`src/rtl/tick_generator.sv`:
```
// rtl/tick_generator.sv - parametrised square-wave and clock-enable tick divider
module tick_generator #(
   parameter int CLK_HZ    = 50_000_000,
   parameter int OUT_HZ    = 1,
   parameter int FAST_MULT = 60,
   parameter int CNT_W     = 26
) (
   input  logic clk_50MHz,
   input  logic reset,
   input  logic enable,
   input  logic fast,
   input  logic sync_clr,
   output logic sig_out,
   output logic tick,
   output logic half_tick
);

   localparam int HALF_RAW  = CLK_HZ / (2 * OUT_HZ);
   localparam int HALF      = (HALF_RAW < 1) ? 1 : HALF_RAW;
   localparam int FAST_RAW  = HALF / FAST_MULT;
   localparam int FAST_HALF = (FAST_RAW < 1) ? 1 : FAST_RAW;

   // Terminal counts are LIM-1 so each half period spans exactly LIM enabled edges.
   localparam logic [CNT_W-1:0] HALF_TC = CNT_W'(HALF - 1);
   localparam logic [CNT_W-1:0] FAST_TC = CNT_W'(FAST_HALF - 1);

   logic [CNT_W-1:0] cnt_q, cnt_d;
   logic [CNT_W-1:0] lim_tc;
   logic             sig_q, sig_d;
   logic             tick_q, tick_d;
   logic             half_q, half_d;

   always_comb begin
      lim_tc = fast ? FAST_TC : HALF_TC;
      cnt_d  = cnt_q;
      sig_d  = sig_q;
      tick_d = 1'b0;
      half_d = 1'b0;
      if (sync_clr) begin
         cnt_d = '0;
         sig_d = 1'b0;
      end else if (enable) begin
         // >= rather than == lets a switch into fast mode terminate at once instead of wrapping.
         if (cnt_q >= lim_tc) begin
            cnt_d  = '0;
            sig_d  = ~sig_q;
            half_d = 1'b1;
            tick_d = ~sig_q;
         end else begin
            cnt_d = cnt_q + CNT_W'(1);
         end
      end
   end

   always_ff @(posedge clk_50MHz or posedge reset) begin
      if (reset) begin
         cnt_q  <= '0;
         sig_q  <= 1'b0;
         tick_q <= 1'b0;
         half_q <= 1'b0;
      end else begin
         cnt_q  <= cnt_d;
         sig_q  <= sig_d;
         tick_q <= tick_d;
         half_q <= half_d;
      end
   end

   assign sig_out   = sig_q;
   assign tick      = tick_q;
   assign half_tick = half_q;

endmodule

```
`config.mk`:
```
export PLATFORM = sky130hd
export DESIGN_NAME = tick_generator
export DESIGN_NICKNAME = d
export VERILOG_FILES = /design/src/rtl/tick_generator.sv
export SDC_FILE = /design/constraint.sdc
export NUM_CORES = 1
export LEC_CHECK = 0
export CORE_MARGIN = 2
export CORE_UTILIZATION = 34
export CTS_BUF_LIST = sky130_fd_sc_hd__clkbuf_2 sky130_fd_sc_hd__clkbuf_4 sky130_fd_sc_hd__clkbuf_8
export CTS_CLUSTER_DIAMETER = 150
export CTS_CLUSTER_SIZE = 10
export DETAILED_ROUTE_END_ITERATION = 16
export PLACE_DENSITY_LB_ADDON = 0.05
export SLEW_MARGIN = 20
export SYNTH_ARGS = -nofsm -noshare
export SYNTH_HDL_FRONTEND = slang
export SYNTH_SLANG_ARGS = --single-unit
```
`constraint.sdc`:
```
create_clock -name clk_50MHz -period 1.9 [get_ports clk_50MHz]
set_input_delay 0.38 -clock clk_50MHz [delete_from_list [all_inputs] [get_ports clk_50MHz]]
set_output_delay 0.38 -clock clk_50MHz [all_outputs]
set_load 0.03 [all_outputs]
```
==> impl_metrics.ini <==
[timing]
min_period_over_period_pct = 108
hold_viol = 0
skew_ps = 3.68
rsz0062_at_grt = true
whs_ps = 481
slew_viol_final = 0
finalSetupViolCount = 28
fmax_mhz = 489
worst_slew_pin_slew_ps = 395
relSlewSlack_pct = 73.7
layout_setup_ws_ps = -144
period_minus_slack_ps = 2040

[global_routing]
antenna_found_initial = 0
track_usage_pct = 20.1
grt_pass1_vias = 2229
grt_max_degree = 30
overflow = 0
grt_first_pass_wirelength_mm = 11.8

[pwr]
cellPowerDensity_nw_per_um2 = 401
power_mw = 1.32
ir_drop_mv = 0.213
leakagePower_nw = 1.36

[floorplan]
rows = 30
initial_core_util_pct = 34.6
die_area_um2 = 7520
io_pins = 8
core_area_um2 = 6720
dieWidth_um = 86.7
die_h_um = 86.7

[route]
first_pass_iters = 4
drc = 0
drtIter0Drc = 162
num_vias = 2315
wl_per_cell_um = 17.6
wl_mm = 7.19
drtAntennaViolNets = 0
viasPerCell = 5.66

[clock_network]
clk_pin_slew_ps = 70
cts_buffers = 5
clockBufferDepth = 2
cts_tree = built
clock-sinks = 29
insertion_delay_ps = 280
htree_levels = 2
cts-root-buf = clkbuf_8

[worst_setup_path]
crit_chain = ha_4 > nand4_1 > nor4_4 > o2111ai_4 > buf_4 > buf_6 > a41oi_2 > o21ai_2
cp_max_fo = 5
rr_startpoint = cnt_q[21]$_DFFE_PP0P_
max_stage_delay_ps = 450
worstPathRequired_ps = 2070
r2r_end = cnt_q[22]$_DFFE_PP0P_
endpoint_kind = flip-flop
crit_arrival_ps = 2210
reg2reg_slack_ps = -140
critPathKind = flip-flop to flip-flop
crit_slowest_cell = dfrtp_2
worstSetupStartpointType = flip-flop
worstRegToRegCells = 8

[finish]
utilization_pct = 48.8
final_common_cell = buf_4
design_area_um2 = 3280
final_cell_mix = buf_4, nand2_1, nand4_1
antenna_cells = 0
drive_gt1_share_pct = 33.7
final_net_count = 349
areaGrowthSynthToFinish_pct = 40.9

[synthesis]
seq_area_frac_synth_pct = 31.2
synth_edf_count = 0
synth_area_per_cell_um2 = 8.56
ys_ff_latch = 29
synth.distinct_cells = 49
synth_cells = 272
synth_nets = 292
async_flop_share_pct = 100
synth_ff_type = dfrtp_1
synth_warnings = 0
synth_area_um2 = 2330

[run_status]
violations = setup timing
outcome = complete, but fails checks

[placement]
place.gp.congestion = 0.832
pre_cts_ws_ps = -1000
place_area_um2 = 2860
portBuffers = 7
dpl.hpwl_mm = 5.13

[hold_path]
hold_class = input port to asynchronous set/reset pin

[job]
max_cap_violations = 0
-- critical path, delay by kind of cell (launching register included) --
kind | cells | cell delay [ps]
and+or+nand+nor | 2 | 410
AOI/OAI and AO/OA | 3 | 470
adders and majority gates | 1 | 270
DFF | 1 | 450
buffers and inverters | 2 | 310
-- power by group --
| group | leakage, nW | internal (mW) | switching (mW) |
|---|---|---|---|
| logic | 0.909 | 0.0588 | 0.0883 |
| registers | 0.399 | 0.621 | 0.00378 |
| clock network | 0.0477 | 0.301 | 0.242 |
-- final cells by class --
cell class / count / area [µm²]
clock buffers: 7 / 90.1
fillers: 615 / 3440
inverters: 7 / 26.3
multi-input cells: 216 / 1660
flip-flops and latches: 29 / 729
well taps: 80 / 100
repair buffers: 70 / 669
-- how the worst max path moves through the flow --
stage / from / end / cells after the start
after CTS: cnt_q[21]$_DFFE_PP0P_ / sig_out$_DFFE_PP0P_ / 7
after detailed placement: fast / cnt_q[4]$_DFFE_PP0P_ / 9
after global routing: cnt_q[21]$_DFFE_PP0P_ / cnt_q[22]$_DFFE_PP0P_ / 8
final: cnt_q[21]$_DFFE_PP0P_ / cnt_q[22]$_DFFE_PP0P_ / 8
after floorplan: cnt_q[24]$_DFFE_PP0P_ / sig_out$_DFFE_PP0P_ / 6
after global placement: fast / cnt_q[19]$_DFFE_PP0P_ / 9
-- flip-flops by register name, summed over array words and instances (netlist names) --
register   flops
tick           1
half_tick      1
cnt_q         26
sig_out        1
-- kinds of logic (layout without fill, tap and decap cells) --
logic type | Yosys count | count (layout) | synth area share (%)
compound gates | 47 | 47 | 16.2
fa+ha+maj | 15 | 15 | 8.06
buf+inv | 27 | 84 | 5.16
flops | 29 | 29 | 31.2
mux | 2 | 2 | 0.914
simple gates | 152 | 152 | 38.4
-- stage by stage --
step	cells	setup TNS, ps
2_1_floorplan	272	-45.8
3_3_place_gp	392	-25770
3_5_place_dp	392	-26740
4_1_cts	406	-2950
5_1_grt	409	-6100
6_report	409	-2230
-- cell usage after synthesis, drive strengths merged (2+ instances only) --
cell type / count / area share, %
nand3: 17 / 4.1
o211ai: 10 / 3.4
dfrtp: 29 / 31
a32oi: 3 / 1.1
nand2: 32 / 5.2
nand4b: 3 / 1.1
nor3: 5 / 1.8
and3: 4 / 1.1
and2: 3 / 0.81
a41oi: 2 / 1.1
o221ai: 6 / 2.5
inv: 7 / 1.1
nor4: 4 / 1.7
nor2: 17 / 2.7
a21oi: 8 / 1.7
o2111ai: 2 / 1.0
and4: 3 / 1.1
or3: 8 / 2.2
nand4: 30 / 8.3
clkbuf: 11 / 1.8
nor2b: 15 / 4.0
a31oi: 4 / 1.1
ha: 15 / 8.1
o21ai: 5 / 1.1
a21o: 2 / 0.64
buf: 9 / 2.3
or4: 2 / 0.81
nand2b: 6 / 1.6
-- layer usage --
metal | GRT usage (%) | up-vias | wire length, µm
met5 | 0 | - | 0
met4 | 6.11 | 0 | 146
met3 | 3.33 | 13 | 318
met2 | 30.8 | 57 | 3300
met1 | 29.0 | 1099 | 3430
li1 | - | 1146 | -
-- timing repair --
action | in CTS | in global routing
hold buffers | 0 | 0
pin swaps | 14 | 20
gates resized for setup | 35 | 20
gates cloned | 1 | 1
setup endpoints to repair | 29 | 29
buffers inserted | 6 | 2
No activity file was read; power rests on OpenSTA's default activity.
